`src/rtl/cpu_sequencer.sv`:
```
// Multi-cycle instruction sequencer: fetches 16-bit words from a 16-entry program
// store, stages ALU operands from a 4x8 register file and writes back the ALU result.
module cpu_sequencer (
  input  logic        clk,
  input  logic        reset,
  input  logic        prog_we,
  input  logic [3:0]  prog_addr,
  input  logic [15:0] prog_data,
  input  logic        reg_we,
  input  logic [1:0]  reg_addr,
  input  logic [7:0]  reg_data,
  input  logic        start,
  output logic [7:0]  a,
  output logic [7:0]  b,
  output logic [2:0]  opcode,
  output logic        save,
  input  logic [7:0]  alu_out,
  input  logic        carry_out,
  output logic        busy,
  output logic        done,
  output logic [3:0]  pc,
  output logic        carry_flag,
  input  logic [1:0]  dbg_sel,
  output logic [7:0]  dbg_data
);

  localparam logic [2:0] IDLE   = 3'd0;
  localparam logic [2:0] FETCH  = 3'd1;
  localparam logic [2:0] DECODE = 3'd2;
  localparam logic [2:0] EXEC   = 3'd3;
  localparam logic [2:0] WB     = 3'd4;
  localparam logic [2:0] DONE   = 3'd5;

  logic [2:0]  state;
  logic [15:0] mem  [16];
  logic [7:0]  regs [4];
  logic [15:0] ir;

  logic [2:0] ir_op;
  logic [1:0] ir_ra, ir_rb, ir_rd;
  logic       ir_save, ir_halt;
  logic [4:0] ir_rsvd;

  assign ir_op   = ir[15:13];
  assign ir_ra   = ir[12:11];
  assign ir_rb   = ir[10:9];
  assign ir_rd   = ir[8:7];
  assign ir_save = ir[6];
  assign ir_halt = ir[5];
  assign ir_rsvd = ir[4:0];

  assign busy     = (state != IDLE);
  assign done     = (state == DONE);
  assign dbg_data = regs[dbg_sel];

  always_ff @(posedge clk or negedge reset) begin
    if (!reset) begin
      state      <= IDLE;
      a          <= '0;
      b          <= '0;
      opcode     <= '0;
      save       <= 1'b0;
      pc         <= '0;
      carry_flag <= 1'b0;
      ir         <= '0;
      for (int i = 0; i < 4; i++)  regs[i] <= '0;
      for (int i = 0; i < 16; i++) mem[i]  <= '0;
    end else begin
      case (state)
        IDLE: begin
          // Loads and start may share an edge; both take effect.
          if (prog_we) mem[prog_addr] <= prog_data;
          if (reg_we)  regs[reg_addr] <= reg_data;
          if (start) begin
            pc    <= '0;
            state <= FETCH;
          end
        end
        FETCH: begin
          ir    <= mem[pc];
          state <= DECODE;
        end
        DECODE: begin
          a      <= regs[ir_ra];
          b      <= regs[ir_rb];
          opcode <= ir_op;
          state  <= EXEC;
        end
        EXEC: begin
          save  <= ir_save;
          state <= WB;
        end
        WB: begin
          regs[ir_rd] <= alu_out;
          carry_flag  <= carry_out;
          save        <= 1'b0;
          if (ir_halt) begin
            state <= DONE;
          end else begin
            // pc wraps 15 -> 0 naturally; programs without a halt loop forever.
            pc    <= pc + 4'd1;
            state <= FETCH;
          end
        end
        DONE: state <= IDLE;
        default: state <= IDLE;
      endcase
    end
  end

  // Low word bits are reserved and intentionally ignored.
  logic rsvd_unused;
  assign rsvd_unused = ^ir_rsvd;

endmodule
```
`config.mk`:
```
export PLATFORM = sky130hd
export DESIGN_NAME = cpu_sequencer
export DESIGN_NICKNAME = d
export VERILOG_FILES = /design/src/rtl/cpu_sequencer.sv
export SDC_FILE = /design/constraint.sdc
export NUM_CORES = 1
export LEC_CHECK = 0
export CORE_MARGIN = 3
export CORE_UTILIZATION = 48
export CTS_CLUSTER_SIZE = 28
export DETAILED_ROUTE_END_ITERATION = 10
export DONT_BUFFER_PORTS = 1
export GPL_ROUTABILITY_DRIVEN = 0
export GPL_TIMING_DRIVEN = 0
export HOLD_SLACK_MARGIN = 0.12
export PLACE_DENSITY = 0.69
export SLEW_MARGIN = 20
export SYNTH_ARGS = -nofsm -noshare
export SYNTH_HDL_FRONTEND = slang
export SYNTH_SLANG_ARGS = --single-unit
```
`constraint.sdc`:
```
create_clock -name clk -period 3.8 [get_ports clk]
set_input_delay 0.38 -clock clk [delete_from_list [all_inputs] [get_ports clk]]
set_output_delay 0.38 -clock clk [all_outputs]
set_load 0.05 [all_outputs]
```
# Yosys cells after proc, flatten, opt, wreduce, memory -nomap -nowiden
# Cells that the tools add are included.
[word_totals]
output_inout_bits = 35
inputBits = 46
regBits = 332
[op_classes]
addsub = 1
muxes = 30
n_lt_le_gt_ge = 10
eq_ne = 8
n_reduce_logical = 10
bitwise = 7
[ops]
columns = ["cell", "count"]
rows = [
  ["$bwmux 256", 1],
  ["$bmux 16 s4", 1],
  ["$bwmux 32", 2],
  ["$demux 16 s4", 1],
  ["$mux 8", 8],
  ["$pmux 32 s2", 1],
  ["$bmux 8 s2", 3],
  ["$mux 16", 3],
  ["$demux 8 s2", 2],
  ["$mux 32", 1],
  ["$ge 3x3->1 const B", 5],
  ["$not 2->3", 5],
  ["$pmux 3 s5", 1],
  ["$ge 5x5->1 const B", 2],
  ["$not 4->5", 2],
  ["$mux 4", 2],
  ["$pmux 4 s2", 1],
  ["$eq 3x2->1 const B", 2],
  ["$eq 3x3->1 const B", 2],
  ["$lt 3x1->1 const B", 2],
  ["$mux 3", 2],
  ["$ne 2x2->1 const B", 3],
  ["$lt 5x1->1 const B", 1],
  ["$add 4x1->4 const B", 1],
  ["other kinds (8)", 12],
]

# Depth between registers and ports, before layout
# Gate-level depths: netlist of run 1.
[logic_depth]
depth_word = 8
mapped_depth = 7
depth_no_buf = 5

# Worst setup path after synthesis of run 1
# OpenSTA, ideal clock, no wires.
[synth_timing]
path_kind = "register to register"
startpoint = "reg pc[0]"
endpoint = "reg ir[11]"
setup_slack_ns = 1.503
required_ns = 3.668
path_buffers = 3
arrival_ns = 2.164
path_stages_with_launch = 7
cell_sequence = "dfrtp_1 buf_2 buf_2 buf_2 mux4_2 mux2i_1 o21ai_0"
[synth_between]
elab_chain_len = 4
[synth_rtl]
columns = ["item", "line_no", "rtl"]
rows = [
  ["start: declaration", "21", "output logic [3:0] pc,"],
  ["start signal: assignment", "101", "pc <= pc + 4'd1;"],
  ["$not 4->5 (not written as such)", "80", "ir <= mem[pc];"],
  ["$bmux 16 s4", "80", ""],
  ["$mux 16 (not written as such) (2 in a row)", "80", ""],
  ["end signal: assignment", "80", ""],
  ["end: declaration", "37", "logic [15:0] ir;"],
]
# No other way between the ends. The select of a mux whose other input is x is not followed.
# A chain may end at the register's enable or synchronous reset.

# Worst setup path after layout of run 1
[layout_timing]
startpoint = "reg state[0]"
endpoint = "reg regs[3] (netlist name)"
[layout_between]
elab_chain_len = 3
[layout_rtl]
columns = ["item", "line_no", "rtl"]
rows = [
  ["start: declaration", "34", "logic [2:0] state;"],
  ["start signal: assignment", "58", "state <= IDLE;"],
  ["start signal: assignment", "76", "state <= FETCH;"],
  ["start signal: assignment", "81", "state <= DECODE;"],
  ["$logic_not 3->1 or $eq 3x3->1 (tied branches)", "69", "case (state)"],
  ["$ne 2x2->1 (no line) or $reduce_bool 2->1 (tied branches)", "n/a", ""],
  ["$reduce_and 2->1 (no line)", "n/a", ""],
  ["end signal: indexed assignment", "73", "if (reg_we) regs[reg_addr] <= reg_data;"],
  ["end signal: indexed assignment", "94", "regs[ir_rd] <= alu_out;"],
  ["end: declaration", "36", "logic [7:0] regs [4];"],
]
# Parallel ways exist; a longest one is shown, timed or not.

==> results of run 1 <==
-- repair_timing --
action                                 CTS  global route
resized for setup                        0             0
endpoints found under the hold margin  350           247
setup buffers                            0             0
-- final cells by class --
type	instances	area, µm²
Buffer	72	314
Antenna cell	1	2.50
Multi-Input combinational cell	549	5330
Timing Repair Buffer	34	340
Fill cell	1965	10300
Sequential cell	247	6180
Clock buffer	40	795
Clock inverter	10	170
Tap cell	319	399
Inverter	5	18.8
-- routing by layer --
metal / track usage [%] / part of all wire (%)
met5: 0 / 0
met4: 4.38 / 1.8
met3: 4.11 / 5.9
met2: 36.7 / 48
met1: 31.7 / 45
-- cell families after synthesis --
logic type | share of synthesized area [%]
AO/OA/AOI/OAI | 5.67
XOR/XNOR | 0.0740
adder cells (fa/ha/maj) | 0.106
buffers and inverters | 2.81
flip-flops | 52.2
multiplexers | 32.5
AND/OR/NAND/NOR | 6.61
-- power groups by stage --
stage	logic [mW]	registers [mW]	clock network (mW)
2_1_floorplan	2.98	4.58	0
3_3_place_gp	3.61	4.78	0
3_5_place_dp	3.69	4.84	0
4_1_cts	3.80	4.80	2.85
5_1_grt	4.11	4.94	2.97
6_report	3.80	4.79	2.81
-- how the worst min path moves through the flow --
stage | slack, ps | endpoint | cells after the start | startpoint
floorplan | 80 | a[0] | 0 | reset
global placement | 100 | a[0] | 0 | reset
detailed placement | 100 | b[1] | 0 | reset
CTS | -470 | mem[151] | 0 | reset
global route | -460 | a[1] | 0 | reset
finish | -440 | regs[18] | 0 | reset
-- state kept, by name (all words and copies together), names as in the netlist --
register and flops:
mem 176, pc 4, opcode 3, regs 32, state 3, save 1
a 8, b 8, ir 11, carry_flag 1
-- Yosys cell counts (2+ instances only) --
cell type,instances
a221o_1,3
a22o_1,5
a22oi_1,16
a31oi_1,32
a32oi_1,7
and2_1,3
and3_1,24
and3b_1,2
buf_1,10
buf_2,20
buf_4,3
clkbuf_1,38
dfrtp_1,247
inv_1,5
mux2_2,201
mux2i_1,42
mux4_2,52
nand2_1,42
nand3_1,21
nor2_1,20
nor2b_1,9
nor2b_2,2
nor3_1,5
nor3b_1,3
nor4_1,2
nor4bb_1,2
o21ai_0,35
o21ai_1,3
-- worst register-to-register path: stages (launching register included) --
cell	delay (ps)
dfrtp_1	400
clkbuf_1	220
nor2_1	430
a21boi_1	650
clkbuf_1	540
a31oi_1	170
dlygate4sd3_1	610
-- metrics by stage --
step	utilization (%)	area, µm²	total power [mW]	std cells	worst slack [ps]
6_report	56.7	13600	11.4	1277	656
5_1_grt	56.7	13500	12.0	1276	487
2_1_floorplan	-	11800	7.56	873	1500
3_3_place_gp	51.2	12200	8.38	1192	871
3_5_place_dp	51.2	12200	8.53	1192	859
4_1_cts	56.7	13500	11.5	1276	773
==> summary by stage, run 1 <==
CTS
CTS built an H-tree with a depth of 1. The maximum clock insertion buffer count is 3. The clock latency reported for the late side of the worst-skew pair is 550 ps. The library cell used as clock root buffer is clkbuf_16. TritonCTS built the clock tree.

Clock tree synthesis found a total of 247 sinks. In this run, CTS created clock tree buffers numbering 27. The hold buffer count at CTS is 34. Clock-pin slew was measured on the worst setup and hold paths at roughly 60 ps.

Final layout
Compared with the post-synthesis result, the final layout area differs by 14.4%. The share of post-route cells with drive strength above 1 is between 30% and 40%. The leading cell type in the layout, fill and taps excluded is dfrtp_1. The library cells used most frequently in the layout, excluding fill and tap cells, are 247 x dfrtp_1, 201 x mux2_2, 52 x mux4_2. The layout net count is 983.

Drt
The mean routed wirelength per cell is 22.9 µm. For this run, the detailed router's first-pass iteration total came to 5. The overall via count from detail_route is around 7.7k.

Dividing the detail-routed via count by the number of cells gives slightly above 6. Once detail routing completed, the nets flagged for antenna violations numbered 0. The total wire length after detailed routing is 29.3 mm. For this block, the initial DRC count from the detailed router was around 510. The DRC violations left is 0.

Worst setup path
Following the worst setup path forward leads to its endpoint at regs[3]. The worst path arrival time is between 3000 and 4000 ps. Counting both buffers and inverters, the worst setup path holds a total of 3. The slowest stage of the critical path belongs to the cell a21boi_1.

The kind of capture point of the worst setup path is a flop. The count of cell instances traversed by the critical path is 6. The start point of the critical path is state[0].

Traced cell by cell, the critical path runs through clkbuf_1 > nor2_1 > a21boi_1 > clkbuf_1 > a31oi_1 > dlygate4sd3_1. For this run, the slowest stage of the critical path takes approximately 650 ps. The required time of the critical path is between 4000 and 5000 ps. The gate family responsible for the most delay along the worst path is buffers and inverters. STA classifies the critical path startpoint as a flop. The reg-to-reg setup timing slack is around 660 ps.

The most prevalent standard cell on the critical path is clkbuf_1. The worst reg2reg path depth is 6. The critical register-to-register path endpoint is regs[3]. In this run the worst path has a maximum fanout of 10.

The critical path in this run is classified as reg2reg. The worst register-to-register path begins at state[0].

Floorplan
The floorplan step defined a core boundary enclosing 23900 µm². The die area is 26600 µm². The die extent in y is roughly 160 µm. The floorplan has 56 rows. The floorplan step set the die width to roughly 160 µm.

Pin placement for this block handled 81 I/O pins. The starting density of the core is 49.6%.

STA
The final-report hold violation count came to approximately 250. The total count of max-transition violations in the final report is 0. The maximum clock frequency is about 320 MHz. The fraction of the cycle the final worst path needs is 82.7%. At the pin with the least slew margin, the transition time is about 1100 ps. The tightest slew margin relative to the limit is between 20 and 30%. The setup violation total in the final timing report is 0. The clock skew is around 18 ps.

Across all hold checks on the routed design, the worst slack comes to -445 ps. Setup repair after global routing left no endpoint under its margin. After layout, the minimum clock period comes to 3140 ps.

The summed negative setup slack over all endpoints is 0 ps.

Global routing
The via count of the first global-routing pass is between 7k and 8k. The global-route wire length before repair is 46.3 mm. In the global route stage, overall resource usage came out at 22.4%. The overall overflow remaining after global route is 0. The number of antenna violations at the first check in global routing is 0. The pin count of the biggest net entering global routing is between 200 and 250.

Synthesis
The largest total area in the synthesized netlist belongs to dfrtp_1. For this run, the number of Yosys warnings is 0. In this run the cell area of the synthesized design comes to roughly 12000 µm². The netlist uses 47 different library cells. The post-synthesis net count is 920.

The synthesized flop and latch total is 247. The top cell type by area accounts for 52.2% of the synthesized area. Yosys attributes the largest share of cell area to dfrtp_1 52%, mux2_2 19%, mux4_2 9.9%, mux2i_1 3.5%, a31oi_1 1.7%. The share of flip-flops with an asynchronous set or reset is 100%.

The cell count after synthesis is approximately 870. The primary flip-flop cell chosen by synthesis mapping is dfrtp_1. In this run, synthesis inferred 0 flip-flops with an integrated enable.

The share of the Yosys chip area taken by registers is 52.2%. In this run the mean area of a mapped cell was around 14 µm².

Place
The detailed placer's ending HPWL is 19.3 mm. The number of port buffers is 0.

Status
The run finished, with violations left. The checks that failed: negative hold slack.

Hold path
The path category of the worst min-delay check is in2async.

Power
The share of power burned in registers is about two fifths. The areal power density over the cells is about 840 nW/µm². Of the total power, the share spent switching nets is 33.7%. The analysis attributes to net switching a power of between 3 and 4 mW. The clock network power share is about a quarter.

The internal portion of total power is between 7 and 8 mW. The worst vdd rail ir drop is approximately 0.00045 V. The combinational group share of total power is between 30% and 40%.

In this run the static leakage power is between 5 and 6 nW.

Run
The number of max-cap violations is 0.
Note: power is estimated with default switching activity, not from simulation.
==> inputs of run 2 (changes only) <==
Settings changed: PLACE_DENSITY 0.69 to 0.71.
Clock period 3.8 ns to 2.8 ns, I/O delays scaled along.
==> run 2 against run 1 <==
  * The flow still finishes with violations (negative hold slack)
  * Core utilization hardly changed
  * Non-clock buffer count stayed put
  * Worst setup slack got worse by 460 ps
  * Critical path type is now reg2out
  * Clock skew is 2.0 ps lower
  * First-iteration DRC count increased by 45%
  * Largest cell class unchanged
  * Sequential power rose by 36%
==> summary by stage, run 2 (synthesis results as in run 1) <==
Power
The total power consumption of the routed design is 15.3 mW. The areal power density over the cells is between 1000 and 1500 nW/µm². The worst-case IR drop observed on VDD is about 0.00057 V.

The reported leakage power is slightly below 6 nW.

Global routing
The pin count of the biggest net entering global routing is roughly 250. Global routing used 22.4% of the available tracks. The global-route wire length before repair is approximately 47 mm. The number of antenna violations at the first check in global routing is 1.

The via count of the first global-routing pass came to about 7.9k. The overall overflow remaining after global route is 0.

Worst setup path
The worst path arrival time is between 2000 and 2500 ps. In this run the register-to-register setup slack is about 200 ps. STA classifies the critical path endpoint as an output pin. Along the worst path, the maximum fanout reaches 10.

The worst register-to-register path begins at pc[0]. By startpoint and endpoint, the worst setup path is classified as reg2out. The endpoint identified for the worst register-to-register timing path is ir[5].

The worst setup path is launched from a flop. Data on the critical path is required at its endpoint by between 2000 and 3000 ps. Counting cells, the worst reg-to-reg path comes to 6.

STA
At the pin with the least slew margin, the transition time is 910 ps. The total count of max-transition violations in the final report is 0. The setup violation total in the final timing report is 0.

After routing, the total negative slack on setup checks comes to 0 ps. The tightest slew margin relative to the limit is just under 40%. The final-report hold violation count came to ~250. The clock skew is 15.8 ps. Setup repair after global routing left no endpoint under its margin. The fraction of the cycle the final worst path needs is around 93%. The hold slack is -553 ps.

Derived from the worst setup path, the maximum achievable clock frequency is roughly 380 MHz. The routed design could run at a clock period as short as ~2600 ps.

Drt
The post-route antenna net violation count is 0. The post-detailed-route via-to-cell ratio is about 6.0. The DRC violations left is 0. The first detailed-routing pass took 5 iterations. The total wire length after detailed routing is roughly 29 mm.

The DRC marker count from the first detailed-route iteration is 740. The overall via count from detail_route is 7710. The mean routed wirelength per cell is 23.0 µm.

Final layout
0 antenna diodes ended up in the layout. Once layout is complete, the cells apart from fillers number 1276. After the last flow step, the layout net total stands at approximately 980. Leaving out fill and tap cells, the most frequent cell in the layout is dfrtp_1. mem holds more flip-flops than any other register. The final standard cell area without fillers is about 14000 µm². The flip-flop count of the largest register, all copies and words added is 176. The post-route netlist has around a third of its cells at a drive strength greater than 1. In the layout the commonest cells are 245 x dfrtp_1, 201 x mux2_2, 52 x mux4_2. The filler cells instantiated in the layout total just under 2k. In the final layout, the registers with the most flip-flops are mem (176), regs (32), ir (11).

From synthesis to final layout, the design area changed by 14.3%.

Hold path
The min-delay analysis places its worst path in the category in2async.

CTS
The maximum level of the CTS H-tree is 1. In this run the post-CTS setup repair buffer count came out at 0. Clock tree synthesis found a total of 247 sinks. The number of buffers created by CTS is 27. The clock latency reported for the late side of the worst-skew pair is about 550 ps. Clock-pin slew was measured on the worst setup and hold paths at roughly 60 ps.

The root buffer cell chosen for the clock tree is clkbuf_16. Counting along the longest clock path gives a buffer depth of 3. For this design, the CTS-stage hold fixing added 34 buffers.

The TritonCTS clock tree is built.

Floorplan
In this run the standard cell core region covers 23900 µm². The floorplan step set the die width to 163 µm. The die area is ~27000 µm². In this run the core area contains 56 standard-cell rows. The starting density of the core is about half. The number of placed I/O pins is 81.

Measured along the y axis, the die boundary spans roughly 160 µm.

Place
The standard cell area after detailed placement is between 10000 and 15000 µm². The placed instance count is ~1.2k. Input and output buffers added on the ports amount to 0. The wire-length estimate of the detail-placed layout is slightly below 20 mm.

Status
The checks that failed: negative hold slack. The flow ran to the end, but the final reports show violations.

Run
The number of max-cap violations is 0.
==> run 2: cell types whose count changed in the layout (fill, tap and decap cells not counted), sizes merged <==
cell | previous run | this run
clkinv | 3 | 8
buf | 34 | 32
clkinvlp | 2 | 0
bufinv | 4 | 3
diode | 1 | 0
==> run 2: critical path, stage by stage, from the launching register on <==
cell,delay (ps)
dfrtp_1,420
clkbuf_1,340
clkbuf_1,380
nand2b_1,150
nor2_2,500
==> run 2: layout make-up <==
class | instances | area (µm²) | area share [%]
sequential | 247 | 6180 | 45.7
multi-input combinational | 549 | 5340 | 39.4
clock buffer | 38 | 797 | 5.88
tap | 319 | 399 | 2.95
timing repair buffer | 34 | 340 | 2.51
buffer | 72 | 319 | 2.36
clock inverter | 12 | 150 | 1.11
inverter | 5 | 18.8 | 0.139
==> run 2: worst max path at each step <==
stage	from	end	slack (ps)
2_1_floorplan	pc[0]	ir[11]	500
3_3_place_gp	pc[0]	ir[5]	-90
3_5_place_dp	pc[0]	ir[5]	-90
4_1_cts	pc[0]	ir[5]	90
5_1_grt	pc[0]	ir[5]	20
6_report	state[2]	done	190
==> run 2: per-stage QoR <==
stage	util [%]	hold slack, ps	setup WS, ps
floorplan	-	-15.6	503
global placement	51.2	0.168	-93.8
detailed placement	51.2	-2.12	-94.7
CTS	56.7	-572	87.9
global route	56.7	-569	15.9
finish	56.7	-553	191
==> run 2: routing by layer <==
layer	track usage, %	vias up	wire length [µm]
met5	0	-	9
met4	5.04	2	600
met3	3.58	49	1960
met2	36.6	255	13900
met1	31.9	4005	12800
li1	-	3399	-
==> run 2: timing repair <==
item,4_1_cts,5_1_grt
endpoints found under the hold margin,357,247
endpoints found under the setup margin,8,6
pin swaps,0,0
gates resized for setup,3,4
==> run 2: power breakdown <==
part           switching [mW]  leakage (nW)  total (mW)  internal, mW
clock network            1.47         0.477        3.73          2.26
logic                    2.41          2.21        5.07          2.66
registers                1.33          3.25        6.52          5.20
total                    5.21          5.94        15.3          10.1
